### src/rtl/seg_pkg.sv
// Shared types and the active-low hex-to-segment table for the seven-segment scan driver.
package seg_pkg;

    typedef logic [6:0] seg_t;

    localparam seg_t SEG_BLANK = 7'h7F;

    // Bit order {g,f,e,d,c,b,a}, active-low; index is the hex value.
    localparam seg_t HEX_SEG [16] = '{
        7'h40, 7'h79, 7'h24, 7'h30, 7'h19, 7'h12, 7'h02, 7'h78,
        7'h00, 7'h10, 7'h08, 7'h03, 7'h46, 7'h21, 7'h06, 7'h0E
    };

endpackage

### src/rtl/hex_to_seg.sv
// Combinational 4-bit hex to active-low seven-segment decode.
module hex_to_seg
    import seg_pkg::*;
(
    input  logic [3:0] i_hex,
    output seg_t       o_seg
);

    assign o_seg = HEX_SEG[i_hex];

endmodule

### src/rtl/seg_scan_mux.sv
// Time-multiplexed seven-segment scan driver with frame-coherent input snapshots.
// Define SEG_SCAN_LZB_EN to enable leading-zero blanking.
module seg_scan_mux
    import seg_pkg::*;
#(
    parameter int NUM_DIGITS  = 4,
    parameter int REFRESH_DIV = 100000
) (
    input  logic                    clk,
    input  logic                    rst_n,
    input  logic [4*NUM_DIGITS-1:0] digits,
    input  logic [NUM_DIGITS-1:0]   dp_in,
    input  logic [NUM_DIGITS-1:0]   digit_en,
    output logic [NUM_DIGITS-1:0]   an,
    output seg_t                    seg,
    output logic                    dp
);

    localparam int SEL_W = $clog2(NUM_DIGITS);
    localparam int PW    = $clog2(REFRESH_DIV);

    logic [PW-1:0]           r_presc;
    logic [SEL_W-1:0]        r_idx;
    logic                    r_load_pending;
    logic [4*NUM_DIGITS-1:0] r_snap_dig;
    logic [NUM_DIGITS-1:0]   r_snap_dp;
    logic [NUM_DIGITS-1:0]   r_snap_en;
    logic [NUM_DIGITS-1:0]   r_an;
    seg_t                    r_seg;
    logic                    r_dp;

    logic                    w_tick;
    logic                    w_last;
    logic [3:0]              w_cur_dig;
    seg_t                    w_seg;
    logic [NUM_DIGITS-1:0]   w_blank;
    logic                    w_show;

    assign w_tick = (r_presc == PW'(REFRESH_DIV - 1));
    assign w_last = (r_idx == SEL_W'(NUM_DIGITS - 1));

    // Snapshot reloads only as the scan wraps to digit 0, so a frame never mixes old and new inputs.
    always_ff @(posedge clk) begin
        if (!rst_n) begin
            r_presc        <= '0;
            r_idx          <= '0;
            r_load_pending <= 1'b1;
            r_snap_dig     <= '0;
            r_snap_dp      <= '0;
            r_snap_en      <= '0;
        end else begin
            r_presc        <= w_tick ? '0 : r_presc + PW'(1);
            r_load_pending <= 1'b0;
            if (w_tick)
                r_idx <= w_last ? '0 : r_idx + SEL_W'(1);
            if (r_load_pending || (w_tick && w_last)) begin
                r_snap_dig <= digits;
                r_snap_dp  <= dp_in;
                r_snap_en  <= digit_en;
            end
        end
    end

`ifdef SEG_SCAN_LZB_EN
    // Walk down from the top digit; zeros stay blank until a nonzero digit or a lit dp.
    logic w_lead;
    always_comb begin
        w_blank = '0;
        w_lead  = 1'b1;
        for (int i = NUM_DIGITS - 1; i > 0; i--) begin
            if (w_lead && (r_snap_dig[4*i +: 4] == 4'h0) && !r_snap_dp[i])
                w_blank[i] = 1'b1;
            else
                w_lead = 1'b0;
        end
    end
`else
    assign w_blank = '0;
`endif

    assign w_cur_dig = r_snap_dig[{r_idx, 2'b00} +: 4];
    assign w_show    = r_snap_en[r_idx] && !w_blank[r_idx];

    hex_to_seg u_hex_to_seg (
        .i_hex (w_cur_dig),
        .o_seg (w_seg)
    );

    always_ff @(posedge clk) begin
        if (!rst_n) begin
            r_an  <= '1;
            r_seg <= SEG_BLANK;
            r_dp  <= 1'b1;
        end else if (w_show) begin
            r_an  <= ~(NUM_DIGITS'(1) << r_idx);
            r_seg <= w_seg;
            r_dp  <= ~r_snap_dp[r_idx];
        end else begin
            r_an  <= '1;
            r_seg <= SEG_BLANK;
            r_dp  <= 1'b1;
        end
    end

    assign an  = r_an;
    assign seg = r_seg;
    assign dp  = r_dp;

endmodule

### config.mk
export PLATFORM = sky130hd
export DESIGN_NAME = seg_scan_mux
export DESIGN_NICKNAME = d
export VERILOG_FILES = /design/src/rtl/seg_pkg.sv /design/src/rtl/hex_to_seg.sv /design/src/rtl/seg_scan_mux.sv
export SDC_FILE = /design/constraint.sdc
export NUM_CORES = 1
export LEC_CHECK = 0
export BUFFER_PORTS_ARGS = -buffer_cell sky130_fd_sc_hd__buf_2
export CAP_MARGIN = 10
export CORE_MARGIN = 4
export CORE_UTILIZATION = 40
export DETAILED_ROUTE_END_ITERATION = 8
export PLACE_DENSITY = 0.69
export SETUP_SLACK_MARGIN = 0.02
export SLEW_MARGIN = 20
export SYNTH_ARGS = -nofsm -noshare
export SYNTH_HDL_FRONTEND = slang
export SYNTH_HIERARCHICAL = 1
export SYNTH_SLANG_ARGS = --single-unit
export TNS_END_PERCENT = 5
### constraint.sdc
create_clock -name clk -period 3.4 [get_ports clk]
set_input_delay 0.68 -clock clk [delete_from_list [all_inputs] [get_ports clk]]
set_output_delay 0.68 -clock clk [all_outputs]
set_load 0.01 [all_outputs]
# Word level (Yosys, flattened, before mapping)
# Memories as Yosys holds them, arrays and structs flattened. A register that Yosys moved wholly into a read port is not among the register bits.
# Index checks and enable logic that the tools add are counted.
# word_totals
output_inout_bits	12
input_bits	26
register_bits	49
mem_bits_ro	112
wordCells	35
n_memories	1
# memory_table
memory	words	width	read_ports	rd_clocked_by_memory_dff	write_ports	line	rtl
(no name shown)	16	7	1	1	0	hex_to_seg.sv:9	assign o_seg = HEX_SEG[i_hex];
# classes
shift	2
muxes	8
n_eq_ne	2
add_sub_neg	2
n_reduce_logical	7
n_bitwise	4
n_lt_le_gt_ge	1
# op_table
operator	n
17-bit by 1-bit adder with 17-bit output, second input constant	1
17-bit == test, second input constant	1
16-bit by 5-bit variable part select with 4-bit output	1
1-bit binary-select mux with 2-bit select	3
4-bit inverter with 5-bit output	1
1-bit two-way mux	4
4-bit inverter	1
1-bit by 2-bit left shift with 4-bit output, first input constant	1
2-bit by 3-bit less-than comparator with 1-bit output, second input constant	1
2-bit by 1-bit adder with 2-bit output, second input constant	1
2-bit == test, second input constant	1
1-bit logical AND	2
1-bit logical NOT	2
2-bit two-way mux	1
1-bit inverter	2
2-bit AND reduction	1
2-bit OR reduction	1
1-bit logical OR	1

# Depth between registers and ports, before layout
# logic_depth
ltp_word	6
mapped_depth	8
ltp_nobuf	7

# By module
# The synthesis kept the hierarchy.
# modules_own_cells
module	instances	area_per_inst_um2	cells_per_inst
seg_scan_mux	1	2396.0	252
hex_to_seg	1	262.8	31

# Worst setup path after synthesis
# No wires, ideal clock.
# synth_timing
kind	reg-to-reg
startpoint	register r_idx[1]
endpoint	register r_seg[3], in the netlist seg[3]
synth_period_minus_slack_ns	2.337
setup_time_ns	0.126
t_arrival_ns	2.211
t_required_ns	3.274
setup_slack_ns	1.063
path_buffers	1
path_stages_with_launch	8
cell_sequence	dfxtp_1 > clkbuf_1 > mux4_2 > inv_1 > ha_1 > inv_1 > mux4_1 > nand2b_1
# synth_lines
element	line	rtl
start: declaration	seg_scan_mux.sv:23	logic [SEL_W-1:0] r_idx;
start signal: assignment	seg_scan_mux.sv:55	r_idx <= w_last ? '0 : r_idx + SEL_W'(1);
16-bit by 5-bit variable part select with 4-bit output	seg_scan_mux.sv:81	assign w_cur_dig = r_snap_dig[{r_idx, 2'b00} +: 4];
net w_cur_dig[0]	seg_scan_mux.sv:34	logic [3:0] w_cur_dig;
4-bit inverter with 5-bit output (not written as such)	hex_to_seg.sv:9	
end: declaration	seg_scan_mux.sv:29	seg_t r_seg;
# The timed path passes the listed nets, and every way through them passes these cells. The select of a mux whose other input is x is not followed.
# A chain may end at the register's enable or synchronous reset.

# Worst setup path after layout
# Same ends and word-level chain as after synthesis.

==> results_dict.tcl <==
set metrics [dict create \
    finClkSkew_ps 11.5 \
    grt_antenna_before_repair 0 \
    met2_length_um 2230 \
    cts.repair_timing.setup_buffer_count 0 \
    dr.pass1.iters 4 \
    outcome "finished, final reports clean" \
    synth-edff-count 0 \
    synth_top_area_share 0.422 \
    drt-total-wl_um 5060 \
    critPathLaunchType "flop" \
    r2r-start "r_idx[1]" \
    numCtsBuffers 5 \
    slew_violations 0 \
    cts_tree "yes" \
    clockRootBuffer "clkbuf_8" \
    grt_pass1_wl_um 8680 \
    period_share 0.702 \
    slew_headroom 0.685 \
    power_w 0.00119 \
    drt_iter0_drc 138 \
    worstSkewPairLatency_ps 310 \
    hold_viol 0 \
    clkSinkCount 56 \
    post-dp-hpwl_um 3610 \
    final_util 0.463 \
    grt_overflow 0 \
    layout-drive-gt1-share 0.179 \
    grt_max_degree 36 \
    route.met3.wl_um 206 \
    routedWlPerCell_um 13.0 \
    clockBufferDepth 2 \
    crit_required_ps 3600 \
    synth.most_common_cell "nand2_1" \
    grt_pass1_vias 1881 \
    yosys_warnings 6 \
    area_delta_synth_final_pct 11.2 \
    hold_start "r_presc[0]" \
    synth_compound_area_frac 0.0508 \
    ir_drop_mv 0.233 \
    coreArea_um2 6390 \
    worst_ep_arrival_time_ps 2590 \
    timing_worst_setup_path_type "reg2reg" \
    vias 2015 \
    insertedDiodeCount 0 \
    end_kind "flop" \
    netlist_instances 283 \
    postCtsHoldBufs 0 \
    min_path_type "reg2reg" \
    num-nets-final 350 \
    dieWidth_um 89.5 \
    die_h_um 89.5 \
    vias_per_cell 5.17 \
    synth_top_family_by_area "simple AND/OR/NAND/NOR gates" \
    pin_count 38 \
    synthMuxAreaShare 0.170 \
    setup_viol 0 \
    hold_ws_ps 446 \
    highest_layer "met4" \
    leakagePower_nw 1.18 \
    start_util 0.416 \
    die_area_um2 8020 \
    drt-met1-wl_um 2550 \
    yosysSeqAreaShare 0.422 \
    crit_path_max_fanout 10 \
    grt_setup_unrepaired "no" \
    htree_levels 2 \
    gp_congestion 0.822 \
    drv_cap 0 \
    synthArstFlopShare 0 \
    avgSynthCellArea_um2 9.40 \
    cp-startpoint "r_idx[1]" \
    fill_cells 633 \
    synth_flop_cell "dfxtp_1" \
    ctsResizeCount 0 \
    yosys.area_share.simple 0.218 \
    synth.distinct_cells 39 \
    ys_top_cells_by_count "nand2_1 (61), dfxtp_1 (56), mux2i_1 (29)" \
    synth_fa_ha_area_frac 0.0565 \
    synthesis.area_um2 2660 \
    synth_area_leaders "dfxtp_1 (42%), mux2i_1 (11%), nand2_1 (8.6%)" \
    clk_pin_slew_ps 110 \
    final.setup.tns_ps 0 \
    tightestPinTransition_ps 471 \
    syn_nets 321 \
    period_minus_slack_ps 2390 \
    drc_errors 0 \
    rows 29 \
    fmax_mhz 419 \
    synth_seq_cells 56 \
    synth_area_leader_cell "dfxtp_1" \
    ant_nets 0 \
    globalRouteTotalUtil 0.137 \
    p_per_area_nw_per_um2 404 \
    synthXorXnorAreaFrac 0.0329 \
    io_buffers 37 \
]
state kept, by name, summed over array words and instances, names as in the netlist:
signal and count:
an 4, dp 1, r_snap_en 4, r_presc 17
r_idx 2, r_load_pending 1, r_snap_dig 16, r_snap_dp 4
seg 7
layer usage:
| metal | up-vias | track usage |
|---|---|---|
| li1 | 1021 | - |
| met1 | 946 | 0.187 |
| met2 | 42 | 0.218 |
| met3 | 6 | 0.0286 |
| met4 | 0 | 0.0447 |
| met5 | - | 0 |
final cells by class:
| cell class | count | area [µm²] | area share |
|---|---|---|---|
| Clock buffer | 5 | 68.8 | 0.0233 |
| Clock inverter | 3 | 26.3 | 0.00888 |
| Inverter | 9 | 33.8 | 0.0114 |
| Multi-Input combinational cell | 200 | 1400 | 0.475 |
| Sequential cell | 56 | 1120 | 0.379 |
| Tap cell | 77 | 96.3 | 0.0326 |
| Timing Repair Buffer | 40 | 208 | 0.0702 |
stage by stage:
step | cell area, µm² | setup slack (ps) | instances
global route | 2960 | 799 | 390
CTS | 2960 | 986 | 390
floorplan | 2660 | 1060 | 283
detailed placement | 2860 | 1000 | 382
finish | 2960 | 1010 | 390
global placement | 2860 | 1080 | 382
placed cells by master (no fill, tap or decap), types with 9 or more instances in the layout:
master    n
nand2_1  61
dfxtp_1  56
buf_2    37
mux2i_1  29
nor2_1   13
ha_1     12
nand3_1   9
o21ai_0   9
xor2_1    9
where the power goes:
group | leakage (nW) | total [W] | internal, W | switching (W)
Sequential | 0.458 | 0.000694 | 0.000681 | 0.0000129
Clock | 0.0487 | 0.000382 | 0.000151 | 0.000231
Combinational | 0.677 | 0.000118 | 0.0000565 | 0.0000619
worst max-delay path, cell delays in order (launching register included):
cell	delay, ps
dfxtp_1	630
mux4_2	640
inv_1	180
ha_1	180
inv_1	50
mux4_1	460
nand2b_1	140
kinds of logic (layout without fill, tap and decap cells):
family          Yosys count  in the layout
compound gates           23             23
fa+ha+maj                12             12
xor+xnor                 10             10
flops                    56             56
mux                      36             36
buf+inv                  27             57
simple gates            119            119
final timing paths:
kind | to | depth (start not counted) | slack (ps)
setup / recovery | seg[3] | 6 | 1010
hold / removal | r_presc[0] | 1 | 450
setup reg to reg | seg[3] | 6 | 1010
hold reg to reg | r_presc[0] | 1 | 450
Power figures use the tool's default switching activity.
